`config.mk`:
```
export PLATFORM = sky130hd
export DESIGN_NAME = vdp_vram_arbiter
export DESIGN_NICKNAME = d
export VERILOG_FILES = /design/src/rtl/vdp_vram_arbiter.sv
export SDC_FILE = /design/constraint.sdc
export NUM_CORES = 1
export LEC_CHECK = 0
export ABC_AREA = 1
export CAP_MARGIN = 20
export CORE_MARGIN = 2
export CORE_UTILIZATION = 40
export CTS_CLUSTER_SIZE = 25
export DETAILED_ROUTE_END_ITERATION = 10
export SYNTH_ARGS = -nofsm -noshare
export SYNTH_HDL_FRONTEND = slang
export SYNTH_SLANG_ARGS = --single-unit
```
`constraint.sdc`:
```
create_clock -name clk -period 4.85 [get_ports clk]
set_clock_uncertainty 0.15 [all_clocks]
set_input_delay 0.485 -clock clk [delete_from_list [all_inputs] [get_ports clk]]
set_output_delay 0.485 -clock clk [all_outputs]
set_load 0.01 [all_outputs]
```
`src/rtl/vdp_vram_arbiter.sv`:
```
// rtl/vdp_vram_arbiter.sv - single-port VRAM arbiter between renderer fetch and host CPU
// Renderer has priority in the active frame and host has priority in vblank; host writes are queued ahead of reads.
module vdp_vram_arbiter #(
   parameter int ADDR_WIDTH      = 14,
   parameter int DATA_WIDTH      = 16,
   parameter int FIFO_DEPTH_LOG2 = 2,
   parameter int STARVE_LIMIT    = 8
) (
   input  logic                       clk,
   input  logic                       reset_n,
   input  logic                       vblank,
   input  logic                       ren_req,
   input  logic [ADDR_WIDTH-1:0]      ren_addr,
   output logic                       ren_grant,
   output logic                       ren_rdata_valid,
   output logic [DATA_WIDTH-1:0]      ren_rdata,
   input  logic                       host_wr_valid,
   input  logic [ADDR_WIDTH-1:0]      host_wr_addr,
   input  logic [DATA_WIDTH-1:0]      host_wr_data,
   output logic                       host_wr_ready,
   input  logic                       host_rd_req,
   input  logic [ADDR_WIDTH-1:0]      host_rd_addr,
   output logic                       host_rd_busy,
   output logic                       host_rd_valid,
   output logic [DATA_WIDTH-1:0]      host_rd_data,
   output logic [FIFO_DEPTH_LOG2:0]   fifo_level,
   output logic [ADDR_WIDTH-1:0]      vram_addr,
   output logic                       vram_we,
   output logic [DATA_WIDTH-1:0]      vram_wdata,
   input  logic [DATA_WIDTH-1:0]      vram_rdata
);

   localparam int FIFO_DEPTH = 1 << FIFO_DEPTH_LOG2;
   localparam int LVL_W = FIFO_DEPTH_LOG2 + 1;
   localparam logic [7:0] STARVE_MAX = 8'(STARVE_LIMIT);

   typedef enum logic [1:0] {
      TAG_NONE = 2'd0,
      TAG_REN  = 2'd1,
      TAG_HOST = 2'd2
   } tag_t;

   logic [ADDR_WIDTH-1:0]      fifo_addr [FIFO_DEPTH];
   logic [DATA_WIDTH-1:0]      fifo_data [FIFO_DEPTH];
   logic [FIFO_DEPTH_LOG2-1:0] wr_ptr;
   logic [FIFO_DEPTH_LOG2-1:0] rd_ptr;
   logic                       fifo_full;
   logic                       fifo_empty;
   logic                       push;
   logic                       pop;

   logic                       rd_pend;
   logic [ADDR_WIDTH-1:0]      rd_addr;
   logic                       rd_capture;
   logic [7:0]                 starve_count;

   logic                       host_work;
   logic                       host_sel;
   logic                       ren_sel;
   logic                       host_wr_sel;
   logic                       host_rd_sel;
   tag_t                       tag1;
   tag_t                       tag2;

   assign fifo_full   = (fifo_level == LVL_W'(FIFO_DEPTH));
   assign fifo_empty  = (fifo_level == '0);
   assign host_work   = !fifo_empty || rd_pend;
   assign host_wr_sel = host_sel && !fifo_empty;
   assign host_rd_sel = host_sel && fifo_empty;
   assign ren_grant   = ren_sel;

   // Ready ignores a same-cycle pop so the full flag never depends on the grant path.
   assign host_wr_ready = reset_n && !fifo_full;
   assign push          = host_wr_valid && host_wr_ready;
   assign pop           = host_wr_sel;
   assign rd_capture    = host_rd_req && !host_rd_busy;

   always_comb begin
      host_sel = 1'b0;
      ren_sel  = 1'b0;
      if (reset_n) begin
         if (vblank) begin
            host_sel = host_work;
            ren_sel  = !host_work && ren_req;
         end else begin
            ren_sel  = ren_req && !(host_work && (starve_count == STARVE_MAX));
            host_sel = host_work && !ren_sel;
         end
      end
   end

   always_ff @(posedge clk) begin
      if (push) begin
         fifo_addr[wr_ptr] <= host_wr_addr;
         fifo_data[wr_ptr] <= host_wr_data;
      end
   end

   always_ff @(posedge clk) begin
      if (!reset_n) begin
         wr_ptr          <= '0;
         rd_ptr          <= '0;
         fifo_level      <= '0;
         starve_count    <= '0;
         rd_pend         <= 1'b0;
         rd_addr         <= '0;
         host_rd_busy    <= 1'b0;
         vram_addr       <= '0;
         vram_we         <= 1'b0;
         vram_wdata      <= '0;
         tag1            <= TAG_NONE;
         tag2            <= TAG_NONE;
         ren_rdata_valid <= 1'b0;
         ren_rdata       <= '0;
         host_rd_valid   <= 1'b0;
         host_rd_data    <= '0;
      end else begin
         if (push) wr_ptr <= wr_ptr + FIFO_DEPTH_LOG2'(1);
         if (pop)  rd_ptr <= rd_ptr + FIFO_DEPTH_LOG2'(1);
         case ({push, pop})
            2'b10:   fifo_level <= fifo_level + LVL_W'(1);
            2'b01:   fifo_level <= fifo_level - LVL_W'(1);
            default: fifo_level <= fifo_level;
         endcase

         if (!host_work || host_sel)
            starve_count <= '0;
         else if (ren_sel && (starve_count != STARVE_MAX))
            starve_count <= starve_count + 8'd1;

         // Busy spans capture through the cycle the result is returned.
         if (tag2 == TAG_HOST) host_rd_busy <= 1'b0;
         if (rd_capture) begin
            rd_pend      <= 1'b1;
            rd_addr      <= host_rd_addr;
            host_rd_busy <= 1'b1;
         end else if (host_rd_sel) begin
            rd_pend <= 1'b0;
         end

         if (ren_sel) begin
            vram_addr <= ren_addr;
            vram_we   <= 1'b0;
            tag1      <= TAG_REN;
         end else if (host_wr_sel) begin
            vram_addr  <= fifo_addr[rd_ptr];
            vram_wdata <= fifo_data[rd_ptr];
            vram_we    <= 1'b1;
            tag1       <= TAG_NONE;
         end else if (host_rd_sel) begin
            vram_addr <= rd_addr;
            vram_we   <= 1'b0;
            tag1      <= TAG_HOST;
         end else begin
            vram_we <= 1'b0;
            tag1    <= TAG_NONE;
         end

         tag2            <= tag1;
         ren_rdata_valid <= (tag2 == TAG_REN);
         host_rd_valid   <= (tag2 == TAG_HOST);
         if (tag2 == TAG_REN)  ren_rdata    <= vram_rdata;
         if (tag2 == TAG_HOST) host_rd_data <= vram_rdata;
      end
   end

endmodule

```
Word level (Yosys, flattened, before mapping)
Memories as Yosys holds them, arrays and structs flattened. A register that Yosys moved wholly into a read port is not among the register bits.
Cells that the tools add are included.
{"block": "word_totals", "mem_count": 2, "ram_bits": 120, "output_inout_bits": 71, "input_bits": 80, "ff_bits": 84}
{"block": "op_classes", "muxes": 20, "n_eq_ne": 7, "add_sub_neg": 5, "bitwise": 2, "n_reduce_logical": 28}
{"memory": "fifo_data", "depth": 4, "word_bits": 16, "rd": 1, "rd_clocked_by_memory_dff": 1, "wr": 1, "line": "44", "text": "logic [DATA_WIDTH-1:0] fifo_data [FIFO_DEPTH];"}
{"memory": "fifo_addr", "depth": 4, "word_bits": 14, "rd": 1, "rd_clocked_by_memory_dff": 1, "wr": 1, "line": "43", "text": "logic [ADDR_WIDTH-1:0] fifo_addr [FIFO_DEPTH];"}
{"cell": "14-bit 2-to-1 mux", "count": 3}
{"cell": "1-bit 2-to-1 mux", "count": 13}
{"cell": "1-bit logical AND", "count": 10}
{"cell": "8-bit by 1-bit adder with 8-bit output (second input constant)", "count": 1}
{"cell": "8-bit by 4-bit == test with 1-bit output (second input constant)", "count": 1}
{"cell": "8-bit by 4-bit inequality test with 1-bit output (second input constant)", "count": 1}
{"cell": "1-bit logical NOT", "count": 7}
{"cell": "2-bit 2-to-1 mux", "count": 3}
{"cell": "3-bit one-hot mux with 2 select lines", "count": 1}
{"cell": "2-bit nonzero test", "count": 3}
{"cell": "2-bit by 1-bit adder with 2-bit output (second input constant)", "count": 2}
{"cell": "2-bit by 1-bit == test with 1-bit output (second input constant)", "count": 2}
{"cell": "2-bit == test (second input constant)", "count": 2}
{"cell": "2-bit OR reduction", "count": 2}
{"cell": "3-bit by 1-bit adder with 3-bit output (second input constant)", "count": 1}
{"cell": "3-bit == test (second input constant)", "count": 1}
{"cell": "3-bit logical NOT", "count": 1}
{"cell": "3-bit nonzero test", "count": 1}
{"cell": "3-bit OR reduction", "count": 1}
{"cell": "3-bit by 1-bit subtractor with 3-bit output (second input constant)", "count": 1}
{"cell": "1-bit logical OR", "count": 2}
{"cell": "1-bit inverter", "count": 2}
{"cell": "2-bit AND reduction", "count": 1}

Logic depth before layout (Yosys ltp)
Gate-level depths: netlist of run 1.
{"block": "depth", "word_depth": 14, "ltp_mapped": 16}

Least setup slack after synthesis of run 1
Ideal clock, no wire load.
{"block": "synth_timing", "kind": "input to register", "startpoint": "in reset_n", "endpoint": "mem fifo_addr[0][0] (enable)", "setup_slack_ps": 1945, "arrival_time_ps": 2338, "path_stages": 4, "setup_time_ps": 417, "required_ps": 4283, "path_cell_list": "inv_1 -> a21oi_1 -> nand2_1 -> nor2_1"}
{"block": "synth_between", "elab_chain_cells": 4}
{"element": "from (decl)", "line": "10", "text": "input logic reset_n,"}
{"element": "1-bit logical AND", "line": "73", "text": "assign host_wr_ready = reset_n && !fifo_full;"}
{"element": "net host_wr_ready", "line": "20", "text": "output logic host_wr_ready,"}
{"element": "1-bit logical AND", "line": "74", "text": "assign push = host_wr_valid && host_wr_ready;"}
{"element": "1-bit 2-to-1 mux", "line": "93", "text": "if (push) begin"}
{"element": "1-bit 2-to-1 mux (not written as such)", "line": "94", "text": "fifo_addr[wr_ptr] <= host_wr_addr;"}
{"element": "to (decl)", "line": "43"}
The timed path passes the listed nets, and every way through them passes these cells.

Final worst setup path of run 1
{"block": "layout_timing", "startpoint": "reg fifo_level[0]", "endpoint": "out ren_grant"}
{"block": "layout_between", "elab_chain_cells": 8, "word_cells_on_any_way": 10, "classes_between": "mux (2); reduce/logical (8)"}
{"element": "from (decl)", "line": "26", "text": "output logic [FIFO_DEPTH_LOG2:0] fifo_level,"}
{"element": "from (signal assigned)", "line": "121", "text": "2'b10: fifo_level <= fifo_level + LVL_W'(1);"}
{"element": "from (signal assigned)", "line": "122", "text": "2'b01: fifo_level <= fifo_level - LVL_W'(1);"}
{"element": "from (signal assigned)", "line": "123", "text": "default: fifo_level <= fifo_level;"}
{"element": "3-bit logical NOT (*)", "line": "66", "text": "assign fifo_empty = (fifo_level == '0);"}
{"element": "1-bit logical NOT (*)", "line": "67", "text": "assign host_work = !fifo_empty || rd_pend;"}
{"element": "1-bit logical OR (*)", "line": "67"}
{"element": "1-bit logical AND", "line": "86", "text": "ren_sel = ren_req && !(host_work && (starve_count == STARVE_MAX));"}
{"element": "1-bit logical NOT", "line": "86"}
{"element": "1-bit logical AND", "line": "86"}
{"element": "1-bit 2-to-1 mux (*)", "line": "82", "text": "if (vblank) begin"}
{"element": "1-bit 2-to-1 mux (*)", "line": "81", "text": "if (reset_n) begin"}
{"element": "to (decl)", "line": "14", "text": "output logic ren_grant,"}
Mark *: on every way between the ends. The rest lies on a longest branch, timed or not.

==> results.md, run 1 <==
* Routed WL at 20800 µm
* Mux contribution to synthesized area at 0%
* WL met2 at around 9600 µm
* Post-Route Setup TNS at 0 ps
* Core footprint at between 20000 and 25000 µm²
* Initial antenna violation count at 0
* Top sig layer: met4
* CP startpoint kind: flop
* Clock buffers created by TritonCTS at 23
* Root buffer cell: clkbuf_16
* # H-tree levels at 1
* Fmax at around 290 MHz
* P_sw at between 0.9 and 1 mW
* Met3 Routed Length at 1090 µm
* CTS-repair resized insts at 0
* Starting Density at about two fifths
* FF+latch count, synth at about 220
* Final-report hold violation count at 0
* DRC viols at 0
* Die area at approximately 23000 µm²
* Crit path kind: flop to output port
* Netlist cell types at 29
* Final Slew Violations at 0
* Hold path depth at 2
* Clk_lat worst skew at 490 ps
* Post-synth top flop: edfxtp_1
* Pwr Density at between 300 and 400 nW/µm²
* GRT Residual Overflow at 0
* Clock tree sinks at between 200 and 250
* P_int at approximately 3.3 mW
* Cell area after synthesis at 8790 µm²
* Port Buffers at 150
* Commonest non-fill, non-tap cell in the layout: nor2_1
* Avg Synthesized Cell Area at around 9.6 µm²
* WP data required at around 4200 ps
* Clock power share at between 30 and 40%
* Vert. Die Dim at 152 µm
* Synth Area in Adders at under 10%
* Final Non-Filler Cells at ~1400
* Placer Congestion at ~0.76
* Post-synthesis sequential area ratio at 64.2%
* Share of the synthesized area in the top cell type at between 40% and 50%
* Gate power share at 11.2%
* Routed vias/inst at between 4 and 5
* YS warnings at 0
* Status: completed
* Slew headroom at between 20 and 30%
* Post-Synth XOR/XNOR Area at less than 1%
* Post-detail-place hpwl at 13700 µm
* Largest family of logic cells by synthesized area: simple AND/OR/NAND/NOR gates
* Routed Antenna Nets at 0
* Largest net degree at the start of global routing at 67
* Final Critical Period at about 3400 ps
* EDFF count, synth at 120
* Seq pwr share at a little under 50%
* TritonCTS clock tree: built
* Syn Nets at between 1000 and 1500
* Global-route wire length before repair at 32700 µm
* Via count at between 6000 and 7000
* Final #Nets at ~1200
* Vias in the first global route at 6291
* Worst slew pin tran at 1060 ps
* Post-Synth Simple-Gate Area at between 10% and 20%
* Synth top area cells: edfxtp_1, dfxtp_1, nor2_1
* RSZ-0062 raised after global routing: no
* Cts hold-fix bufs at 0
* Row cnt at 54
* Post-synthesis compound-gate area fraction at under 10%
* Maximum root-to-sink buffer count at 3
* Post-CTS setup buffers at 0
* Reg clk slew, reported paths at around 60 ps
* Max Cap Violations at 0
* Fill count at between 1500 and 2000
* Static Leakage at between 4 and 5 nW
* Post-synth top area cell: edfxtp_1
* DR pass1 iterations at 4
* GRT Total Usage at 17.4%
* I/O pin count at approximately 150
* Initial DRC Count at between 300 and 400
* Drt wl/cell at between 15 and 20 µm
* Dpl cells at 1318
* Die width at 152 µm
* ANT cells at 0
* Mapped Cells at just over 900
* Worst R2R Path Depth at 15
* Worst ir drop on vdd at between 150 and 200 µV
* Most frequent cells in the layout: nor2_1, clkdlybuf4s50_1, nand2_1
* Routed length on met1 at slightly below 10000 µm
* CP Data Arrival Time at between 2000 and 3000 ps
* Area Growth Syn to Fin at 28.1%
* Layout cell share with drive strength beyond 1 at just under 6%
* Worst Setup End Kind: output port
* Critical path fanouts, max at 15
* Period utilisation layout at between 70% and 80%
* Net Sw Frac at about a quarter
* Worst hold path class: flop to flop
* Fraction of synthesis flops using an asynchronous set or reset pin at 0%
* Final setup viols at 0
[through the flow]
stage / utilization (%) / hold slack (ps) / power, mW / area (µm²) / worst slack [ps]
global placement: 48.6 / 251 / 2.62 / 10500 / 1360
detailed placement: 48.6 / 253 / 2.62 / 10500 / 1300
CTS: 51.9 / 268 / 4.31 / 11300 / 1400
floorplan: - / 240 / 2.39 / 8790 / 1940
finish: 51.9 / 264 / 4.27 / 11300 / 1430
global route: 51.9 / 283 / 4.45 / 11300 / 1220
[cell type report]
class | count | area, µm² | area share [%]
Sequential cell | 222 | 5650 | 50.1
Inverter | 89 | 337 | 2.99
Clock inverter | 9 | 95.1 | 0.844
Clock buffer | 31 | 626 | 5.55
Timing Repair Buffer | 161 | 1580 | 14.0
Multi-Input combinational cell | 566 | 2630 | 23.4
Tap cell | 280 | 350 | 3.11
[cells in the mapped netlist, types with 2 or more instances]
| cell | n |
|---|---|
| xor2_1 | 4 |
| nor2_1 | 179 |
| nand2_1 | 133 |
| nand2_4 | 4 |
| nand2_2 | 3 |
| clkbuf_1 | 30 |
| a21oi_1 | 39 |
| edfxtp_1 | 120 |
| ha_1 | 7 |
| nand4_1 | 18 |
| dfxtp_1 | 102 |
| clkinv_1 | 2 |
| o21ai_0 | 98 |
| inv_2 | 3 |
| buf_2 | 6 |
| buf_4 | 3 |
| nand3_1 | 56 |
| buf_1 | 3 |
| o22ai_1 | 16 |
| inv_1 | 83 |
| nor2_2 | 3 |
[power by group through the flow]
| stage | combinational, mW | clock, mW | sequential [mW] |
|---|---|---|---|
| floorplan | 0.233 | 0 | 2.15 |
| global placement | 0.477 | 0 | 2.14 |
| detailed placement | 0.481 | 0 | 2.14 |
| CTS | 0.483 | 1.73 | 2.10 |
| global route | 0.530 | 1.81 | 2.11 |
| finish | 0.478 | 1.70 | 2.10 |
[worst paths after layout]
check | start | end | slack [ps]
worst max register to register | starve_count[0] | fifo_level[2] | 1550
worst max-delay path | fifo_level[0] | ren_grant | 1430
worst min-delay path | tag1[0] | tag2[0] | 260
worst min register to register | tag1[0] | tag2[0] | 260
[cells by family (layout without fill, tap and decap cells)]
group / Yosys count / after routing
compound gates: 155 / 155
xor+xnor: 5 / 5
fa+ha+maj: 8 / 8
buf+inv: 132 / 290
flops: 222 / 222
simple gates: 398 / 398
[flip-flops by register name (all words and copies together), names as in the netlist, 2 cells and up, named ones only]
register	cells
wr_ptr	2
starve_count	8
rd_addr	14
ren_rdata	16
fifo_data	64
host_rd_data	16
rd_ptr	2
vram_wdata	16
fifo_level	3
vram_addr	14
tag1	2
fifo_addr	56
tag2	2
[worst max-delay path, cell delays in order (launching register included)]
cell and delay [ps]:
dfxtp_1 330, nor2_2 170, nand2_2 190, inv_1 360, nand3_1 190, nand2_4 170
nand2_4 110, inv_4 190, clkdlybuf4s50_1 570
[metal layers]
layer	up-vias	GRT usage [%]
met5	-	0
met2	178	28.9
met3	30	2.93
met1	3014	23.7
met4	0	4.49
li1	3333	-
No activity file was read; power rests on OpenSTA's default activity.
==> run 2: changes to the inputs <==
Settings changed: PLACE_DENSITY from default to 0.66.
Clock period 4.85 ns to 3.1 ns, I/O delays scaled along.
==> results.md, run 2 (synthesis results as in run 1) <==
* Status: completed (unchanged)
* Placer Congestion at 0.826 (was 0.765)
* Fin worst setup slack at 191 ps (was 1430 ps)
* Fmax at between 300 and 400 MHz
* Critical path fanouts, max at 22 (was 15)
* Root buffer cell: clkbuf_16 (unchanged)
* Dpl cells at 1327 (was 1318)
* Commonest non-fill, non-tap cell in the layout: nor2_1 (unchanged)
* WHS at 235 ps (was 264 ps)
* Total power draw at 6.84 mW (was 4.27 mW)
* Area of the multi-input gates at 2640 µm² (was 2630 µm²)
* I/O pin count at 151 (unchanged)
* DR pass1 iterations at 4 (unchanged)
* CP startpoint kind: flop (unchanged)
* GRT Total Usage at 17.4% (about the same)
* Final setup viols at 0 (unchanged)
* Fill count at 1928 (was 1987)
* Finished Cell Area at 11400 µm² (was 11300 µm²)
* Area Growth Syn to Fin at 29.7% (was 28.1%)
* Max Cap Violations at 0 (unchanged)
* CP Data Arrival Time at 2450 ps (was 2780 ps)
* Drt wl/cell at 15.1 µm (was 15.3 µm)
* Layout cell share with drive strength beyond 1 at 7.06% (was 5.84%)
* GRT Residual Overflow at 0 (unchanged)
* Final Critical Period at 2910 ps
* Largest register FFs at 64 (unchanged)
* Clock tree sinks at 222 (unchanged)
* Final #Nets at 1161 (was 1151)
* DRC viols at 0 (unchanged)
* Maximum root-to-sink buffer count at 3 (unchanged)
* Final Slew Violations at 0 (unchanged)
* TritonCTS clock tree: built (unchanged)
* WP data required at 2640 ps (was 4220 ps)
* Fin util at 52.6% (was 51.9%)
* Initial antenna violation count at 0 (unchanged)
* Routed vias/inst at 4.83 (about the same)
* Worst ir drop on vdd at 384 µV (was 177 µV)
* RSZ-0062 raised after global routing: no (unchanged)
* Routed Antenna Nets at 0 (unchanged)
* Period utilisation layout at 93.8%
* Post-DP Area at 10600 µm² (was 10500 µm²)
* Slew headroom at 32.1% (was 29.2%)
* Clk_lat worst skew at 510 ps (was 490 ps)
* Starting Density at 40.5% (unchanged)
* FF/Latch Area at 5650 µm² (unchanged)
* ANT cells at 0 (unchanged)
* Biggest register: fifo_data (unchanged)
* Pwr Density at 600 nW/µm² (was 379 nW/µm²)
* Vias in the first global route at 6221 (was 6291)
* Post-detail-place hpwl at 13400 µm (was 13700 µm)
* Clock buffers created by TritonCTS at 23 (unchanged)
* Static Leakage at 4.39 nW (was 4.32 nW)
* Reg clk slew, reported paths at 60 ps (about the same)
* Die width at 152 µm (unchanged)
* Post-Route Setup TNS at 0 ps (unchanged)
* Worst hold path class: input port to flop (was flop to flop)
* Die area at 23200 µm² (unchanged)
* Routed WL at 20700 µm (was 20800 µm)
* Worst Setup End Kind: output port (unchanged)
* Most frequent cells in the layout: nor2_1, clkdlybuf4s50_1, nand2_1 (unchanged)
* Largest net degree at the start of global routing at 59 (was 67)
* Vert. Die Dim at 152 µm (unchanged)
* Via count at 6620 (was 6555)
* # H-tree levels at 1 (unchanged)
* Worst slew pin tran at 1020 ps (was 1060 ps)
* Final Non-Filler Cells at 1370 (was 1358)
* Port Buffers at 150 (unchanged)
* Final-report hold violation count at 0 (unchanged)
* Largest registers: fifo_data (64), fifo_addr (56) (unchanged)
* Core footprint at 21700 µm² (unchanged)
* Worst slack at placement at 387 ps (was 1300 ps)
* Row cnt at 54 (unchanged)
* Global-route wire length before repair at 32800 µm (was 32700 µm)
* Initial DRC Count at 386 (was 395)
* Crit path kind: flop to output port (unchanged)
## run 2: timing repair
action                                  in CTS  in global routing
endpoints found under the hold margin        7                  0
hold buffers                                 1                  0
setup buffers                                0                  0
gates resized for setup                      0                  1
endpoints found under the setup margin       0                  1
## run 2: path summary, 6_finish.rpt
path                                  startpoint            end  slack, ps  cells past startpoint
worst max register to register   starve_count[0]  fifo_level[2]        610                     15
worst min register to register           tag1[1]        tag2[1]        270                      2
worst min-delay path            host_rd_addr[10]    rd_addr[10]        240                      3
worst max-delay path             starve_count[0]      ren_grant        190                     10
## run 2: power breakdown
part	leakage, nW	internal, mW	switching (mW)
registers	1.92	3.23	0.0526
logic	2.09	0.335	0.431
clock network	0.374	1.69	1.10
total	4.39	5.25	1.58
## run 2: cell type report
cell class                      instances  share of cell area (%)
Timing Repair Buffer                  171                    14.5
Multi-Input combinational cell        566                    23.1
Sequential cell                       222                    49.5
Clock inverter                         13                    1.26
Inverter                               89                    2.95
Clock buffer                           29                    5.52
Tap cell                              280                    3.07
## run 2: per-layer routing
layer	global-route usage (%)	part of all wire, %
met1	23.3	45
met4	4.45	1.6
met2	29.1	47
met5	0	0
met3	3.50	5.9
## run 2: worst max-delay path, stage by stage (launching register included)
cell and delay [ps]:
dfxtp_1 360, inv_1 60, ha_1 190, nand2_1 70
nor2_2 50, nand2_4 140, nand2_8 140, nand2_4 160
nand2_4 120, inv_4 80, clkdlybuf4s50_1 550
